===== src/rtl/bht_set_assoc.sv =====
// bht_set_assoc: N-way set-associative branch target buffer.
// Each entry holds a tag, a stored target and a 2-bit saturating direction counter.
// Each set has a round-robin victim pointer. IF queries combinationally; EXE updates
// on the clock edge when the pipeline advances.
// Optional feature macro: BHT_SET_ASSOC_PERF_EN adds saturating update and
// mispredict counters (perf_upd, perf_mispred).

// Per-way tag comparator, instantiated once per way for each lookup port
module bht_set_assoc_way_cmp #(
    parameter int TAG_W = 8
) (
    input  logic             valid_i,
    input  logic [TAG_W-1:0] tag_i,
    input  logic [TAG_W-1:0] key_i,
    output logic             hit_o
);
    assign hit_o = valid_i && (tag_i == key_i);
endmodule

module bht_set_assoc #(
    parameter int         ADDR_W   = 12,
    parameter int         ENTRIES  = 16,
    parameter int         WAYS     = 2,
    parameter logic [1:0] CTR_INIT = 2'b10
) (
    input  logic              clk,
    input  logic              rst,
    input  logic              flush,
    input  logic              upd_en,
    input  logic              upd_valid,
    input  logic [ADDR_W-1:0] upd_pc,
    input  logic              upd_taken,
    input  logic [ADDR_W-1:0] upd_target,
    input  logic [ADDR_W-1:0] qry_pc,
    output logic              pred_hit,
    output logic              pred_taken,
    output logic [ADDR_W-1:0] pred_target
`ifdef BHT_SET_ASSOC_PERF_EN
    ,
    output logic [31:0]       perf_upd,
    output logic [31:0]       perf_mispred
`endif
);
    localparam int SETS  = ENTRIES / WAYS;
    localparam int IDX_W = $clog2(SETS);
    localparam int SET_W = (IDX_W > 0) ? IDX_W : 1;
    localparam int TAG_W = ADDR_W - IDX_W - 2;
    // rr is logically zero-width for a direct-mapped table; keep one bit pinned at 0
    localparam int WAY_W = (WAYS > 1) ? $clog2(WAYS) : 1;

    typedef struct packed {
        logic              valid;
        logic [TAG_W-1:0]  tag;
        logic [ADDR_W-1:0] target;
        logic [1:0]        ctr;
    } entry_t;

    entry_t [SETS-1:0][WAYS-1:0]   ent_q, ent_d;
    logic   [SETS-1:0][WAY_W-1:0]  rr_q, rr_d;

    logic [SET_W-1:0] q_idx, u_idx;
    logic [TAG_W-1:0] q_tag, u_tag;
    logic [WAYS-1:0]  q_hit_vec, u_hit_vec;
    logic             q_hit, u_hit;
    logic [1:0]       q_ctr, u_ctr;
    logic [ADDR_W-1:0] q_tgt;
    logic [WAY_W-1:0] u_way, victim;
    logic             found;

    // Byte-offset bits never participate in indexing or tagging
    logic unused_pc_lsb;
    assign unused_pc_lsb = ^{qry_pc[1:0], upd_pc[1:0]};

    // Address split into set index and tag for both lookup ports
    if (IDX_W > 0) begin : g_idx
        assign q_idx = qry_pc[IDX_W+1:2];
        assign u_idx = upd_pc[IDX_W+1:2];
    end else begin : g_noidx
        assign q_idx = '0;
        assign u_idx = '0;
    end
    assign q_tag = qry_pc[ADDR_W-1:IDX_W+2];
    assign u_tag = upd_pc[ADDR_W-1:IDX_W+2];

    // Tag compare per way; tags within a set are unique, so at most one way hits
    for (genvar w = 0; w < WAYS; w++) begin : g_way
        bht_set_assoc_way_cmp #(.TAG_W(TAG_W)) u_qcmp (
            .valid_i (ent_q[q_idx][w].valid),
            .tag_i   (ent_q[q_idx][w].tag),
            .key_i   (q_tag),
            .hit_o   (q_hit_vec[w])
        );
        bht_set_assoc_way_cmp #(.TAG_W(TAG_W)) u_ucmp (
            .valid_i (ent_q[u_idx][w].valid),
            .tag_i   (ent_q[u_idx][w].tag),
            .key_i   (u_tag),
            .hit_o   (u_hit_vec[w])
        );
    end

    // Query-side way select: pick counter and target of the hitting way
    always_comb begin
        q_hit = 1'b0;
        q_ctr = 2'b00;
        q_tgt = '0;
        for (int w = 0; w < WAYS; w++) begin
            if (q_hit_vec[w]) begin
                q_hit = 1'b1;
                q_ctr = ent_q[q_idx][w].ctr;
                q_tgt = ent_q[q_idx][w].target;
            end
        end
    end

    // Prediction reflects registered state only; no bypass from a same-cycle update
    assign pred_hit    = q_hit;
    assign pred_taken  = q_hit & q_ctr[1];
    assign pred_target = pred_taken ? q_tgt : qry_pc;

    // Update-side way select: encode the hitting way and fetch its counter
    always_comb begin
        u_hit = 1'b0;
        u_way = '0;
        u_ctr = 2'b00;
        for (int w = 0; w < WAYS; w++) begin
            if (u_hit_vec[w]) begin
                u_hit = 1'b1;
                u_way = WAY_W'(w);
                u_ctr = ent_q[u_idx][w].ctr;
            end
        end
    end

    // Next-state: flush invalidates, else train on hit or allocate on taken miss
    always_comb begin
        ent_d  = ent_q;
        rr_d   = rr_q;
        victim = '0;
        found  = 1'b0;
        if (flush) begin
            for (int s = 0; s < SETS; s++) begin
                for (int w = 0; w < WAYS; w++) begin
                    ent_d[s][w].valid = 1'b0;
                end
            end
            rr_d = '0;
        end else if (upd_en && upd_valid) begin
            if (u_hit) begin
                if (upd_taken) begin
                    if (u_ctr != 2'b11)
                        ent_d[u_idx][u_way].ctr = u_ctr + 2'd1;
                    ent_d[u_idx][u_way].target = upd_target;
                end else if (u_ctr != 2'b00) begin
                    ent_d[u_idx][u_way].ctr = u_ctr - 2'd1;
                end
            end else if (upd_taken) begin
                // Fill the lowest empty way first; evict round-robin only when full
                for (int w = 0; w < WAYS; w++) begin
                    if (!found && !ent_q[u_idx][w].valid) begin
                        victim = WAY_W'(w);
                        found  = 1'b1;
                    end
                end
                if (!found) begin
                    victim = rr_q[u_idx];
                    if (WAYS > 1)
                        rr_d[u_idx] = rr_q[u_idx] + 1'b1;
                end
                ent_d[u_idx][victim].valid  = 1'b1;
                ent_d[u_idx][victim].tag    = u_tag;
                ent_d[u_idx][victim].target = upd_target;
                ent_d[u_idx][victim].ctr    = CTR_INIT;
            end
        end
    end

    // State registers; reset clears valids, parks counters at weakly not-taken
    always_ff @(posedge clk) begin
        if (!rst) begin
            for (int s = 0; s < SETS; s++) begin
                for (int w = 0; w < WAYS; w++) begin
                    ent_q[s][w].valid  <= 1'b0;
                    ent_q[s][w].tag    <= '0;
                    ent_q[s][w].target <= '0;
                    ent_q[s][w].ctr    <= 2'b01;
                end
            end
            rr_q <= '0;
        end else begin
            ent_q <= ent_d;
            rr_q  <= rr_d;
        end
    end

`ifdef BHT_SET_ASSOC_PERF_EN
    logic [31:0] perf_upd_q, perf_upd_d, perf_mis_q, perf_mis_d;
    logic        u_pred_taken, u_mispred;

    // Compare the update-time prediction against the resolved outcome; saturating counts
    always_comb begin
        u_pred_taken = u_hit && u_ctr[1];
        u_mispred    = (u_pred_taken != upd_taken) ||
                       (u_pred_taken && (ent_q[u_idx][u_way].target != upd_target));
        perf_upd_d   = perf_upd_q;
        perf_mis_d   = perf_mis_q;
        if (!flush && upd_en && upd_valid) begin
            if (perf_upd_q != 32'hFFFF_FFFF)
                perf_upd_d = perf_upd_q + 32'd1;
            if (u_mispred && (perf_mis_q != 32'hFFFF_FFFF))
                perf_mis_d = perf_mis_q + 32'd1;
        end
    end

    // Perf counters survive flush; only reset clears them
    always_ff @(posedge clk) begin
        if (!rst) begin
            perf_upd_q <= '0;
            perf_mis_q <= '0;
        end else begin
            perf_upd_q <= perf_upd_d;
            perf_mis_q <= perf_mis_d;
        end
    end

    assign perf_upd     = perf_upd_q;
    assign perf_mispred = perf_mis_q;
`endif
endmodule


===== config.mk =====
export PLATFORM = sky130hd
export DESIGN_NAME = bht_set_assoc
export DESIGN_NICKNAME = d
export VERILOG_FILES = /design/src/rtl/bht_set_assoc.sv
export SDC_FILE = /design/constraint.sdc
export NUM_CORES = 1
export LEC_CHECK = 0
export ABC_AREA = 0
export BUFFER_PORTS_ARGS = -buffer_cell sky130_fd_sc_hd__buf_2
export CORE_MARGIN = 2
export CORE_UTILIZATION = 45
export DETAILED_ROUTE_END_ITERATION = 12
export SLEW_MARGIN = 25
export SYNTH_ARGS = -nofsm -noshare
export SYNTH_HDL_FRONTEND = slang
export SYNTH_SLANG_ARGS = --single-unit

===== constraint.sdc =====
create_clock -name clk -period 13.5 [get_ports clk]
set_clock_uncertainty 0.05 [all_clocks]
set_input_delay 0 -clock clk [delete_from_list [all_inputs] [get_ports clk]]
set_output_delay 0 -clock clk [all_outputs]
set_load 0.005 [all_outputs]

==> results.ini, run 1 <==
[global_route]
grt_use_total = 0.240
grt_pass1_wl_um = 77100
antenna_found_initial = 1
overflow = 0
grt_max_degree = 86
grt_pass1_vias = 13100

[synth]
synthTopCellsByArea = dfxtp_1, mux2i_1, mux4_2
yosys_warnings = 0
synthFlopType = dfxtp_1
synthTopCellsByCount = mux2i_1, dfxtp_1, nand2_1
synth.most_common_cell = mux2i_1
yosysTopAreaCell = dfxtp_1
syn-num-nets = 1740
synth_top_area_share = 0.402
synth-edff-count = 0
ys_ff_latch = 360
async_flop_share = 0
syn-cell-area_um2 = 17900
ys_types = 75
ys_seq_area_frac = 0.402
syn_inst = 1696
syn_avg_cell_area_um2 = 10.6

[worst_setup_path]
slowest_delay_ns = 0.88
rr_endpoint = ent_q[13]$_SDFFE_PN0P_
critPathSlowestCell = nor3_4
crit_family = simple AND/OR/NAND/NOR gates
critical_path_required_ns = 13.90
path_buf_inv = 4
rrSetupSlack_ns = 8.29
start_kind = input pin
crit_fanout = 57
r2r_cells = 14
critPathCaptureType = flip-flop
crit_chain = buf_2, buf_4, mux4_2, mux2i_1, xor2_1, nand4_2, nor3_2, buf_4, nand2_1, o21ai_0, inv_1, ha_1, a211oi_1, nand2_1, nor3_4, mux2i_1
worstReg2RegStart = ent_q[282]$_SDFFE_PN0P_
cp.arrival_ns = 5.74
critical_path_class = input pin to flip-flop

[power]
powerDensity_nw_per_um2 = 114
ir_drop_uv = 134
leakagePower_nw = 7.51
power_mw = 2.27

[cts]
cts_setup_buffers = 0
cts_root_buffer = clkbuf_16
clk_latency_ns = 0.55
cts.sinks = 360
htreeDepth = 2
cts_tree = done
clk_pin_slew_worst_paths_ns = 0.06
numCtsBuffers = 40
cts_buffer_depth = 3

[hold_path]
hold_path_depth = 4
hold_class = input pin to flip-flop
timing.hold.worst_endpoint = ent_q[199]$_SDFFE_PN0P_
hold_start = upd_taken

[sta]
rsz0062_at_grt = no
finalCritPeriodShare = 0.395
worstMarginPinSlew_ns = 1.10
max_freq_ghz = 0.188
slew_violations = 0
slew-limit-headroom = 0.255
fin_setup_tns_ns = 0
setup_violations = 0
hold_viol_final = 0
min_period_ns = 5.33

[floorplan]
ioPinCount = 56
die_h_um = 204
die_area_um2 = 41500
start_util = 0.454
num_rows = 73
coreArea_um2 = 39500
dieWidth_um = 204

[final_layout]
fillers = 3546
final_nets = 1738
areaGrowthSynthToFinish_pct = 11.1
drive_above_1_share = 0.176
n_antenna_cell = 0

[route]
drt-initial-drc-count = 1057
viasPerCell = 5.81
via_count = 13000
post_drt_wl_per_cell_um = 21.9
drc_errors = 0
wirelength_um = 49300
final_antenna_net_count = 0
dr.pass1.iters = 7

[placed_design]
dpl.hpwl_um = 31000
gp_congestion = 0.882
portBuffers = 53

[run_status]
status = finished, final reports clean

[run]
drv_cap = 0

final cells by class:
| type | count | area (µm²) | area share |
|---|---|---|---|
| well taps | 525 | 657 | 0.0329 |
| repair buffers | 96 | 659 | 0.0331 |
| multi-input cells | 1176 | 10100 | 0.505 |
| clock buffers | 62 | 1210 | 0.0605 |
| inverters | 20 | 77.6 | 0.00389 |
| flip-flops and latches | 360 | 7210 | 0.361 |
| clock inverters | 6 | 68.8 | 0.00345 |
report_power, final:
group          switching [mW]  internal (mW)
Combinational          0.0942         0.0425
Sequential           0.000862           1.06
Clock                   0.438          0.631
cell usage in the layout, fill, tap and decap left out, types with 4 or more instances in the layout:
cell           synthesis  layout
a211o_1                4       4
a211oi_1               6       6
a21oi_1               39      37
a22o_1                 6       6
and2_1                 4       4
and3_1                 6       6
buf_2                 28      50
buf_4                  7      22
clkbuf_1              78      12
clkbuf_16              0      42
clkbuf_8               0       8
dfxtp_1              360     360
dlygate4sd3_1          0      21
inv_1                 17      17
mux2_2                15      15
mux2i_1              374     374
mux4_2               110     110
nand2_1              217     217
nand2b_1               4       4
nand3_1               16      16
nand3_2                6       6
nor2_1               184     182
nor3_1                 7       6
nor3_2                 9       7
nor3_4                12      15
nor4_1                16      15
o211ai_1               4       4
o21ai_0               20      19
o221ai_1               6       6
o22ai_1               18      18
or3_1                  8       8
xnor2_1                9       9
xor2_1                16      16
sequential cells by signal (all words and copies together) (netlist names):
name	flops
ent_q	352
rr_q	8
worst max-delay path by stage:
stage / to / depth (start not counted) / start / slack (ns)
global placement: ent_q[92]$_SDFFE_PN0P_ / 16 / upd_pc[2] / 7.64
CTS: ent_q[56]$_SDFFE_PN0P_ / 16 / upd_pc[2] / 8.22
floorplan: ent_q[223]$_SDFFE_PN0P_ / 17 / ent_q[191]$_SDFFE_PN0P_ / 9.10
finish: ent_q[13]$_SDFFE_PN0P_ / 16 / upd_pc[2] / 8.17
detailed placement: ent_q[56]$_SDFFE_PN0P_ / 16 / upd_pc[2] / 7.66
global route: ent_q[187]$_SDFFE_PN0P_ / 16 / upd_pc[2] / 7.66
kinds of logic (layout without fill, tap and decap cells):
group / Yosys count / count (layout) / synth area share
AND/OR/NAND/NOR: 505 / 505 / 0.130
multiplexers: 501 / 501 / 0.359
flip-flops: 360 / 360 / 0.402
buffers and inverters: 160 / 184 / 0.0406
AO/OA/AOI/OAI: 143 / 143 / 0.0554
XOR/XNOR: 25 / 25 / 0.0122
adder cells (fa/ha/maj): 2 / 2 / 0.00139
per-layer routing:
metal,wire [µm],vias up,track usage
met2,23500,377,0.402
met4,1280,0,0.0712
li1,-,6119,-
met1,21800,6449,0.322
met3,2740,99,0.0361
met5,0,-,0
timing repair:
action | in CTS | in global routing
endpoints found under the setup margin | 0 | 0
hold buffers | 21 | 0
resized for setup | 0 | 0
endpoints found under the hold margin | 176 | 0
through the flow:
stage                util  instances  worst slack, ns  instance area, µm²  hold slack [ns]
detailed placement  0.466       2156             7.66               18400            0.226
global route        0.504       2245             7.66               19900            0.116
floorplan               -       1696             9.10               17900           0.0786
finish              0.504       2245             8.17               19900           0.0838
CTS                 0.504       2245             8.22               19900           0.0618
global placement    0.466       2155             7.64               18400            0.220
worst register-to-register path, stage by stage (launching register included):
cell and delay [ns]:
dfxtp_1 0.33, mux4_2 0.47, mux2i_1 0.18, xor2_1 0.28, nand4_2 0.31, nor3_2 0.25
buf_4 0.30, nand2_1 0.09, o21ai_0 0.31, inv_1 0.08, ha_1 0.23, a211oi_1 0.59
nand2_1 0.49, nor3_4 0.89, mux2i_1 0.28
(Power assumes the default switching activity.)
==> inputs of run 2 (changes only) <==
clock period = 4.5 ns   (was 13.5 ns; I/O delays follow)
==> run 2 against run 1 <==
Non-clock buffer count increased by 41. Core utilization increased by 1.2 points. Clock power increased to 3.3 times the previous value. Die area unchanged. Critical endpoint is now ent_q[224]$_SDFFE_PN0P_. Register-to-register slack got worse by 7.9 ns. Sequential share of layout area decreased by 0.82 points. Critical path depth unchanged. Sequential power increased to 3.0 times the previous value. Global-route usage increased by 0.39 points. Highest routed layer unchanged. Largest cell class unchanged. Design area increased by 2.3%. Via count increased by 1.5%. Total power increased to 3.1 times the previous value.
==> results.ini, run 2 (same netlist as run 1, synthesis figures left out) <==
[global_route]
grt_pass1_wl_um = 78200  ; was 77100 µm
grt_use_total = 0.244  ; was 0.240
overflow = 0  ; unchanged
grt.busiest_layer = met2  ; unchanged
use_met2 = 0.409  ; was 0.402
grt.met3_usage = 0.0323  ; was 0.0361
antenna_found_initial = 2  ; was 1
grt_pass1_vias = 13300  ; was 13100
grt_use_met1 = 0.328  ; was 0.322
grt_max_degree = 110  ; was 86

[final_layout]
drive_above_1_share = 0.197  ; was 0.176
fillers = 3527  ; was 3546
top_regs = ent_q: 352 flops, rr_q: 8 flops  ; unchanged
final_nets = 1779  ; was 1738
top_register = ent_q  ; unchanged
areaGrowthSynthToFinish_pct = 13.7  ; was 11.1%
layout_commonest_cell = mux2i_1  ; unchanged
n_antenna_cell = 0  ; unchanged
final_cell_mix = mux2i_1, dfxtp_1, nand2_1  ; unchanged
final_cells = 2290  ; was 2245
largest_register_ffs = 352  ; unchanged

[sta]
fin_setup_tns_ns = 0  ; unchanged
slew-limit-headroom = 0.290  ; was 0.255
rsz0062_at_grt = no  ; unchanged
min_period_ns = 4.14
hold_viol_final = 0  ; unchanged
setup_violations = 0  ; unchanged
finalCritPeriodShare = 0.921
worstMarginPinSlew_ns = 1.06  ; was 1.10 ns
slew_violations = 0  ; unchanged
max_freq_ghz = 0.241

[floorplan]
num_rows = 73  ; unchanged
coreArea_um2 = 39500  ; unchanged
die_h_um = 204  ; unchanged
die_area_um2 = 41500  ; unchanged
start_util = 0.454  ; unchanged
ioPinCount = 56  ; unchanged
dieWidth_um = 204  ; unchanged

[worst_setup_path]
crit_fanout = 12  ; was 57
start_kind = flip-flop  ; was input pin
critPathCaptureType = flip-flop  ; unchanged
critical_path_required_ns = 4.87  ; was 13.90 ns
critical_path_class = flip-flop to flip-flop  ; was input pin to flip-flop
cp.arrival_ns = 4.51  ; was 5.74 ns

[power]
powerDensity_nw_per_um2 = 350  ; was 114 nW/µm²
ir_drop_uv = 236  ; was 134 µV
leakagePower_nw = 7.78  ; was 7.51 nW

[run_status]
status = finished, final reports clean  ; unchanged

[hold_path]
hold_class = input pin to flip-flop  ; unchanged

[run]
drv_cap = 0  ; unchanged

[route]
drc_errors = 0  ; unchanged
via_count = 13200  ; was 13000
drt-initial-drc-count = 935  ; was 1057
viasPerCell = 5.78  ; was 5.81
wirelength_um = 49900  ; was 49300 µm
final_antenna_net_count = 0  ; unchanged
dr.pass1.iters = 5  ; was 7
post_drt_wl_per_cell_um = 21.8  ; was 21.9 µm

[cts]
cts.sinks = 360  ; unchanged
clk_pin_slew_worst_paths_ns = 0.06  ; about the same
post_cts_resized = 0  ; unchanged
cts_tree = done  ; unchanged
numCtsBuffers = 40  ; unchanged
cts_root_buffer = clkbuf_16  ; unchanged
clk_latency_ns = 0.57  ; was 0.55 ns
htreeDepth = 2  ; unchanged
cts_buffer_depth = 3  ; unchanged

[placed_design]
dpl.hpwl_um = 31800  ; was 31000 µm
dp_cells = 2190  ; was 2156
portBuffers = 53  ; unchanged
gp_congestion = 0.864  ; was 0.882

## run 2: worst paths after layout
| kind | from | end | slack, ns | cells after the start |
|---|---|---|---|---|
| min reg2reg | ent_q[52]$_SDFFE_PN0P_ | ent_q[52]$_SDFFE_PN0P_ | 0.40 | 2 |
| max reg2reg | ent_q[328]$_SDFFE_PN0P_ | ent_q[224]$_SDFFE_PN0P_ | 0.36 | 16 |
| min | upd_taken | ent_q[199]$_SDFFE_PN0P_ | 0.08 | 4 |
| max | ent_q[328]$_SDFFE_PN0P_ | ent_q[224]$_SDFFE_PN0P_ | 0.36 | 16 |
## run 2: cell type report
class / instances / area (µm²) / area share
Timing Repair Buffer: 137 / 1000 / 0.0492
Inverter: 20 / 80.1 / 0.00392
Multi-Input combinational cell: 1176 / 10000 / 0.492
Clock buffer: 55 / 1170 / 0.0572
Sequential cell: 360 / 7210 / 0.353
Clock inverter: 17 / 254 / 0.0124
Tap cell: 525 / 657 / 0.0322
## run 2: metrics by stage
| step | total power, mW | instance area [µm²] | utilization | hold WS, ns | setup slack [ns] |
|---|---|---|---|---|---|
| floorplan | 3.53 | 17900 | - | 0.0786 | 0.103 |
| global placement | 3.67 | 18700 | 0.473 | 0.222 | 0.286 |
| detailed placement | 3.67 | 18700 | 0.473 | 0.225 | 0.199 |
| CTS | 7.20 | 20400 | 0.516 | 0.0467 | 0.243 |
| global route | 7.35 | 20400 | 0.516 | 0.129 | 0.0243 |
| finish | 7.13 | 20400 | 0.516 | 0.0754 | 0.355 |
## run 2: repair_timing
item,CTS,global route
hold buffers,27,0
setup endpoints to repair,0,2
endpoints found under the hold margin,220,0
buffers inserted,0,1
## run 2: where the power goes
group | switching, mW | total (mW) | leakage (nW) | internal [mW]
registers | 0.00266 | 3.19 | 2.90 | 3.19
clock network | 1.36 | 3.52 | 0.708 | 2.16
logic | 0.284 | 0.421 | 4.17 | 0.137
## run 2: per-layer routing
metal,up-vias,wire (µm)
met4,0,1190
met3,82,2610
met1,6564,22000
met5,-,0
met2,386,24100
li1,6211,-
## run 2: worst max-delay path, stage by stage (launching register included)
cell       delay [ns]
dfxtp_1          0.32
mux4_2           0.48
mux2i_1          0.19
xor2_1           0.26
nand4_2          0.17
nor3_2           0.32
nand2_1          0.08
o21ai_0          0.23
inv_1            0.07
ha_1             0.22
a211oi_1         0.25
buf_4            0.17
o2111ai_1        0.33
a21oi_2          0.23
buf_4            0.31
mux2i_1          0.24
nor2_1           0.06
